--- src/rtl/mole_spawner.sv ---
// mole_spawner: multi-mole whack-a-mole engine with LFSR placement, per-mole lifetime, hit/miss events and saturating score.
module mole_spawner #(
  parameter int NUM_HOLES = 16,
  parameter int MAX_ACTIVE = 2,
  parameter int LIFE_TICKS = 8,
  parameter int SPAWN_TICKS = 3,
  parameter logic [15:0] LFSR_SEED = 16'hACE1
) (
  input  logic                 clock_i,
  input  logic                 reset_i,
  input  logic                 enable_i,
  input  logic                 tick_i,
  input  logic [NUM_HOLES-1:0] whack_i,
  output logic [NUM_HOLES-1:0] mole_o,
  output logic                 hit_o,
  output logic                 miss_o,
  output logic [2:0]           active_count_o,
  output logic [7:0]           score_o
);
  localparam int HW = $clog2(NUM_HOLES);
  logic [15:0] lfsr;
  logic [7:0] spawn_cnt;
  logic [MAX_ACTIVE-1:0] valid, valid_n, whacked, expired;
  logic [HW-1:0] hole [MAX_ACTIVE];
  logic [HW-1:0] hole_n [MAX_ACTIVE];
  logic [7:0] life [MAX_ACTIVE];
  logic [7:0] life_n [MAX_ACTIVE];
  logic [NUM_HOLES-1:0] occ, occ_n;
  logic [HW-1:0] cand;
  logic spawn, cand_ok, placed;
  logic [2:0] hits, count_n;
  logic [8:0] score_sum;
  always_comb begin
    cand = lfsr[HW-1:0];
    spawn = enable_i && tick_i && spawn_cnt == 8'(SPAWN_TICKS - 1);
    occ = '0;
    for (int s = 0; s < MAX_ACTIVE; s++) if (valid[s]) occ[hole[s]] = 1'b1;
    // occupancy and free-slot search use registered state, so slots freed this cycle stay unavailable
    cand_ok = spawn && int'(cand) < NUM_HOLES && !occ[cand] && !(&valid);
    valid_n = valid;
    hole_n = hole;
    life_n = life;
    whacked = '0;
    expired = '0;
    hits = '0;
    for (int s = 0; s < MAX_ACTIVE; s++) begin
      whacked[s] = enable_i && valid[s] && whack_i[hole[s]];
      expired[s] = enable_i && tick_i && valid[s] && life[s] == 8'd0 && !whacked[s];
      if (whacked[s] || expired[s]) valid_n[s] = 1'b0;
      else if (enable_i && tick_i && valid[s]) life_n[s] = life[s] - 8'd1;
      hits = hits + 3'(whacked[s]);
    end
    placed = 1'b0;
    for (int s = 0; s < MAX_ACTIVE; s++) begin
      if (cand_ok && !valid[s] && !placed) begin
        valid_n[s] = 1'b1;
        hole_n[s] = cand;
        life_n[s] = 8'(LIFE_TICKS - 1);
        placed = 1'b1;
      end
    end
    occ_n = '0;
    count_n = '0;
    for (int s = 0; s < MAX_ACTIVE; s++) begin
      if (valid_n[s]) occ_n[hole_n[s]] = 1'b1;
      count_n = count_n + 3'(valid_n[s]);
    end
    score_sum = {1'b0, score_o} + 9'(hits);
  end
  always_ff @(posedge clock_i or negedge reset_i) begin
    if (!reset_i) begin
      lfsr <= LFSR_SEED;
      spawn_cnt <= '0;
      valid <= '0;
      hole <= '{default: '0};
      life <= '{default: '0};
      mole_o <= '0;
      hit_o <= 1'b0;
      miss_o <= 1'b0;
      active_count_o <= '0;
      score_o <= '0;
    end else begin
      lfsr <= {1'b0, lfsr[15:1]} ^ (lfsr[0] ? 16'hB400 : 16'h0000);
      if (enable_i && tick_i) spawn_cnt <= spawn ? 8'd0 : spawn_cnt + 8'd1;
      valid <= valid_n;
      hole <= hole_n;
      life <= life_n;
      mole_o <= enable_i ? occ_n : '0;
      hit_o <= |whacked;
      miss_o <= |expired;
      active_count_o <= count_n;
      score_o <= score_sum[8] ? 8'hFF : score_sum[7:0];
    end
  end
endmodule

--- config.mk ---
export PLATFORM = sky130hd
export DESIGN_NAME = mole_spawner
export DESIGN_NICKNAME = d
export VERILOG_FILES = /design/src/rtl/mole_spawner.sv
export SDC_FILE = /design/constraint.sdc
export NUM_CORES = 1
export LEC_CHECK = 0
export CAP_MARGIN = 20
export CORE_AREA = 2 2 107 109
export DETAILED_ROUTE_END_ITERATION = 16
export DIE_AREA = 0 0 109 111
export PLACE_DENSITY_LB_ADDON = 0.08
export SYNTH_ARGS = -nofsm -noshare
export SYNTH_HDL_FRONTEND = slang
export SYNTH_SLANG_ARGS = --single-unit
--- constraint.sdc ---
create_clock -name clock_i -period 8.9 [get_ports clock_i]
set_clock_uncertainty 0.2 [all_clocks]
set_input_delay 0.89 -clock clock_i [delete_from_list [all_inputs] [get_ports clock_i]]
set_output_delay 0.89 -clock clock_i [all_outputs]
set_load 0.02 [all_outputs]
==> results.txt, run 1 <==
most common flop cell mapped by yosys = dfrtp_1
Synth area leaders = dfrtp_1 41%, dfstp_2 4.9%, mux4_2 4.2%, a22oi_1 3.8%, nand2_1 3.5%
Net Count, Synth = 438
Synth Area in Simple Gates = 0.215
Ant. Diodes = 0
compound-cell area share of the yosys netlist = 0.131
Root Driver = clkbuf_16
Seq/Total Area, Yosys = 0.457
worst slack, placed = 4.97 ns
Power Density = 190 nW/um^2
Post-DP HPWL = 7.15 mm
1st-pass router iterations = 4
utilization after layout = 0.462
Synth Area in Adders = 0.0221
cts repair resizes = 0
slew margin rel. = 0.361
Tightest Pin Transition = 0.959 ns
type of origin of the critical path = primary input
antenna violations before repair = 0
Final Critical Period = 3.56 ns
std cell rows = 39
number of hold violations in the final report = 0
final net count = 472
core area = 11100 um^2
wire length of the first global-routing pass = 17.7 mm
final wirelength = 10.4 mm
clock transition at the registers of the reported paths = 0.06 ns
Tightest Hold Check Type = flop to flop
die height = 111 um
Post-synth EDFFs = 0
Final Instance Area = 5120 um^2
Die ar. = 12100 um^2
setup_tns = 0 ns
vias in the first global route = 3337
RSZ-0062 raised after global routing = false
Clk Latency, worst-skew pair = 0.34 ns
Max-cap violations = 0
drt drc = 0
Post-CTS Hold Fix Bufs = 0
leading area contributor after synthesis = dfrtp_1
synthesized area per cell = 10.5 um^2
flops & latches, synth = 78
Max clock buf depth = 2
H-Tree Depth = 3
CTS tree = done
area grow syn2layout = 19.1%
Max stage delay on crit path = 0.47 ns
post-CTS setup buffers = 0
Worst VDD drop = 80.1 uV
Slew Limit Fails = 0
largest net degree at the start of global routing = 79
crit path kind = primary input to flop
initial drt markers = 355
Global Route Usage Sum = 0.187
post-synth top area share = 0.408
Mapped Area = 4300 um^2
Netlist cell types = 55
Post-Synth XOR/XNOR Area = 0.0550
crit-path max FO = 13
Leak Pwr = 0.00220 uW
TritonCTS Sinks = 78
Wirelength per Cell = 17.5 um
Final setup viols = 0
Async S/R FF share, synth = 1.00
fin worst setup slack = 5.34 ns
routed vias/inst = 5.62
YS warnings = 0
share of post-route cells with drive strength above 1 = 0.116
Port Buffers = 47
cells after synthesis = 411
Placed Area = 4830 um^2
Reg2Reg Setup Slack = 5.58 ns
chip width = 109 um
Num CTS Buffers = 9
Crit. End Element = flop
Worst EP arrival = 3.57 ns
gr ovfl total = 0
largest family of logic cells by synthesized area = simple AND/OR/NAND/NOR gates
Final period util = 0.400
ANT nets after route = 0
GPL Wtd Cong = 0.867
f_max = 0.281 GHz
slowest CP cell = mux4_2
routed via count = 3330
status = finished, final reports clean
Starting Density = 0.388
proportion of synthesized area in mux cells = 0.0789
Critical Path RT = 8.91 ns
io pins = 49
cells along the critical path = clkdlybuf4s50_1 > mux4_2 > mux2i_1 > mux2i_1 > buf_4 > and3_1 > fa_1 > ha_1 > nand2_1 > nor2_1 > nand3_1 > nand2_1
## routing by layer
metal  track usage  share of wire  up-vias  wire [um]
li1              -              -     1574          -
met1         0.276           0.49     1627       5050
met2         0.268           0.44      115       4540
met3        0.0435          0.059       14        607
met4        0.0632          0.017        0        176
met5             0              0        -          0
## final timing paths
path,from,end,cells after the start
min in group asynchronous,reset_i,score_o[7],1
max in group asynchronous,reset_i,hole[4],1
max reg2reg,hole[1],score_o[5],11
max,whack_i[1],score_o[5],12
min reg2reg,lfsr[9],lfsr[8],0
min,lfsr[9],lfsr[8],0
## registers in the layout, summed over array words and instances, names as in the netlist
signal	cells
lfsr	16
life	16
mole_o	16
hole	8
score_o	8
spawn_cnt	8
active_count_o	2
valid	2
hit_o	1
miss_o	1
## Yosys cell counts (3+ instances only)
cell,n
dfrtp_1,70
nand2_1,40
a22oi_1,22
nor2_1,22
xor2_1,15
and2_1,14
clkbuf_1,14
nand3_1,14
o31ai_1,13
nor3_1,12
xnor2_1,12
inv_1,9
dfstp_2,8
mux4_2,8
nor2b_1,8
a32oi_1,7
and3_1,7
buf_2,7
mux2_2,7
nor3b_1,7
ha_1,6
nand2b_1,6
nand4_1,6
o211ai_1,6
o22ai_1,6
and3b_1,5
mux2i_1,5
nor4_1,5
o21ai_0,5
or3_1,4
or4_1,4
buf_4,3
nand3b_1,3
## placed cells by master (no fill, tap or decap), types with 7 or more instances in the layout
master and instances:
xnor2_1 12, and3_1 7, nand3_1 14, dfstp_2 8
clkbuf_16 9, and2_1 14, o31ai_1 13, a32oi_1 7
inv_1 9, a22oi_1 22, nor2_1 22, xor2_1 15
nor3b_1 7, nand2_1 40, clkdlybuf4s50_1 46, mux2_2 7
dfrtp_1 70, nor3_1 12, mux4_2 8, nor2b_1 8
## stage by stage
step                      instances  hold slack (ns)  power [uW]
final                           593            0.149         972
after global routing            593            0.156        1030
after CTS                       593            0.150         985
after detailed placement        577            0.136         631
after global placement          577            0.137         628
after floorplan                 411            0.131         560
## worst max-delay path: cells and delay by family
family / cells / cell delay (ns)
muxes: 3 / 0.69
buffers and inverters: 2 / 0.64
adders and majority gates: 2 / 0.67
and+or+nand+nor: 5 / 0.69
## final cells by class
type,instances,area (um^2)
multi-input cells,296,2160
repair buffers,51,498
clock buffers,11,243
flip-flops and latches,78,1960
clock inverters,5,41.3
well taps,143,179
inverters,9,33.8
fillers,1044,5960
## kinds of logic (layout without fill, tap and decap cells)
group	after synthesis	in the layout
AND/OR/NAND/NOR	164	164
flip-flops	78	78
AO/OA/AOI/OAI	75	75
buffers and inverters	37	76
XOR/XNOR	27	27
multiplexers	22	22
adder cells (fa/ha/maj)	7	7
other	1	1
## where the power goes
group / switching (uW) / internal, uW / leakage (uW)
sequential: 41.7 / 395 / 0.00104
clock: 150 / 199 / 0.000133
combinational: 101 / 86.2 / 0.00103
total: 292 / 680 / 0.00220
No activity file was read; power rests on OpenSTA's default activity.
==> inputs of run 2 (changes only) <==
clock period = 3.3 ns   (was 8.9 ns; I/O delays follow)
==> run 2 against run 1 <==
  * Final area grew 2.9%
  * Combinational power increased to 2.9 times the previous value
  * Via count increased by 2.2%
  * Sequential share of layout area down 1.1 points
  * Power rose to 2.7 times the previous value
  * Count of clock-buffer cells in the layout decreased by 2
  * Critical path depth is 5 lower
  * Wire length is 1.5% higher
  * Worst setup slack got worse by 5.1 ns
  * Largest power group unchanged
==> results.txt, run 2 (same netlist as run 1, synthesis figures left out) <==
die height = 111 um
commonest non-fill, non-tap cell in the layout = dfrtp_1
routed via count = 3402
Post-DP HPWL = 7.59 mm
crit path kind = flop to flop
Die ar. = 12100 um^2
Layout fillers = 1043
antenna violations before repair = 0
status = finished, final reports clean
io pins = 49
final total power = 2640 uW
ANT nets after route = 0
Max clock buf depth = 2
cells along the critical path = nor2b_1 > a22oi_1 > o22ai_1 > nor4_4 > o211ai_2 > nand2_1 > ha_1
clock transition at the registers of the reported paths = 0.06 ns
vias in the first global route = 3307
TritonCTS Sinks = 78
Worst path depth = 7
FF-to-FF Start = valid[1]
hold_sp = lfsr[12]
setup_tns = 0 ns
slew margin rel. = 0.368
Clk Latency, worst-skew pair = 0.34 ns
final net count = 492
Final period util = 0.927
crit path buf inv count = 0
H-Tree Depth = 3
Slew Limit Fails = 0
utilization after layout = 0.475
Placed Area = 4970 um^2
crit-path max FO = 13
area grow syn2layout = 22.5%
std cell rows = 39
chip width = 109 um
Crit. End Element = flop
Max stage delay on crit path = 0.59 ns
Port Buffers = 47
Final Instance Area = 5260 um^2
Worst EP arrival = 3.07 ns
Max-cap violations = 0
slowest CP cell = dfrtp_1
Worst VDD drop = 225 uV
Root Driver = clkbuf_16
CTS tree = done
Top Registers = lfsr x16, life x16, mole_o x16
f_max = 0.327 GHz
Tightest Hold Check Type = flop to flop
drt drc = 0
wire length of the first global-routing pass = 17.5 mm
gr ovfl total = 0
core area = 11100 um^2
largest net degree at the start of global routing = 79
Critical Path Source = valid[1]
Tightest Pin Transition = 0.948 ns
Num CTS Buffers = 9
Crit path max-delay family = compound AO/OA/AOI/OAI gates
worst r2r dst = active_count_o[0]
Ant. Diodes = 0
type of origin of the critical path = flop
routed vias/inst = 5.55
number of hold violations in the final report = 0
final wirelength = 10.5 mm
Critical Path RT = 3.31 ns
GPL Wtd Cong = 0.879
Wirelength per Cell = 17.2 um
share of post-route cells with drive strength above 1 = 0.155
Power Density = 501 nW/um^2
Final setup viols = 0
most frequent cells in the layout = 69 x dfrtp_1, 46 x clkdlybuf4s50_1, 40 x nand2_1
RSZ-0062 raised after global routing = false
Global Route Usage Sum = 0.187
worst reg2reg path depth = 7
Starting Density = 0.388
1st-pass router iterations = 5
Min-Delay Endpoint = lfsr[11]
initial drt markers = 221
Reg2Reg Setup Slack = 0.24 ns
Leak Pwr = 0.00231 uW
worst hold path depth = 0
Final Critical Period = 3.06 ns
==> run 2: timing repair <==
item / in CTS / in global routing
hold buffers: 1 / 0
endpoints found under the setup margin: 0 / 8
endpoints found under the hold margin: 41 / 0
gates resized for setup: 0 / 1
setup buffers: 0 / 0
==> run 2: worst max-delay path by stage <==
stage	end	slack [ns]
floorplan	score_o[7]	0.22
global placement	score_o[1]	0.1
detailed placement	score_o[5]	0.03
CTS	score_o[5]	0.11
global route	active_count_o[0]	0.06
finish	active_count_o[0]	0.24
==> run 2: final cells by class <==
cell class	instances	area, um^2	area share
timing repair buffer	71	651	0.124
clock inverter	7	52.6	0.00998
inverter	9	33.8	0.00642
sequential	78	1960	0.373
tap	143	179	0.0340
clock buffer	9	225	0.0428
multi-input combinational	296	2160	0.410
==> run 2: where the power goes <==
part	internal (uW)	switching, uW	total (uW)
Sequential	1070	103	1170
Clock	517	417	934
Combinational	249	286	535
Total	1830	806	2640
==> run 2: worst reg2reg max path, delay by kind of cell (launching register included) <==
family,cells,cell delay [ns]
adders and majority gates,1,0.33
AOI/OAI and AO/OA,3,1.03
DFF,1,0.59
and+or+nand+nor,3,0.80
==> run 2: through the flow <==
stage,cells,setup WS (ns),hold slack [ns]
floorplan,411,0.216,-0.166
global route,613,0.0640,0.157
CTS,613,0.108,0.153
global placement,596,0.0990,0.137
detailed placement,596,0.0301,0.138
finish,613,0.242,0.150
==> run 2: per-layer routing <==
layer / part of all wire / wire length [um] / vias to the layer above / GRT usage
met1: 0.48 / 5070 / 1656 / 0.275
li1: - / - / 1622 / -
met5: 0 / 0 / - / 0
met4: 0.012 / 125 / 0 / 0.0521
met3: 0.057 / 602 / 9 / 0.0370
met2: 0.45 / 4730 / 115 / 0.279
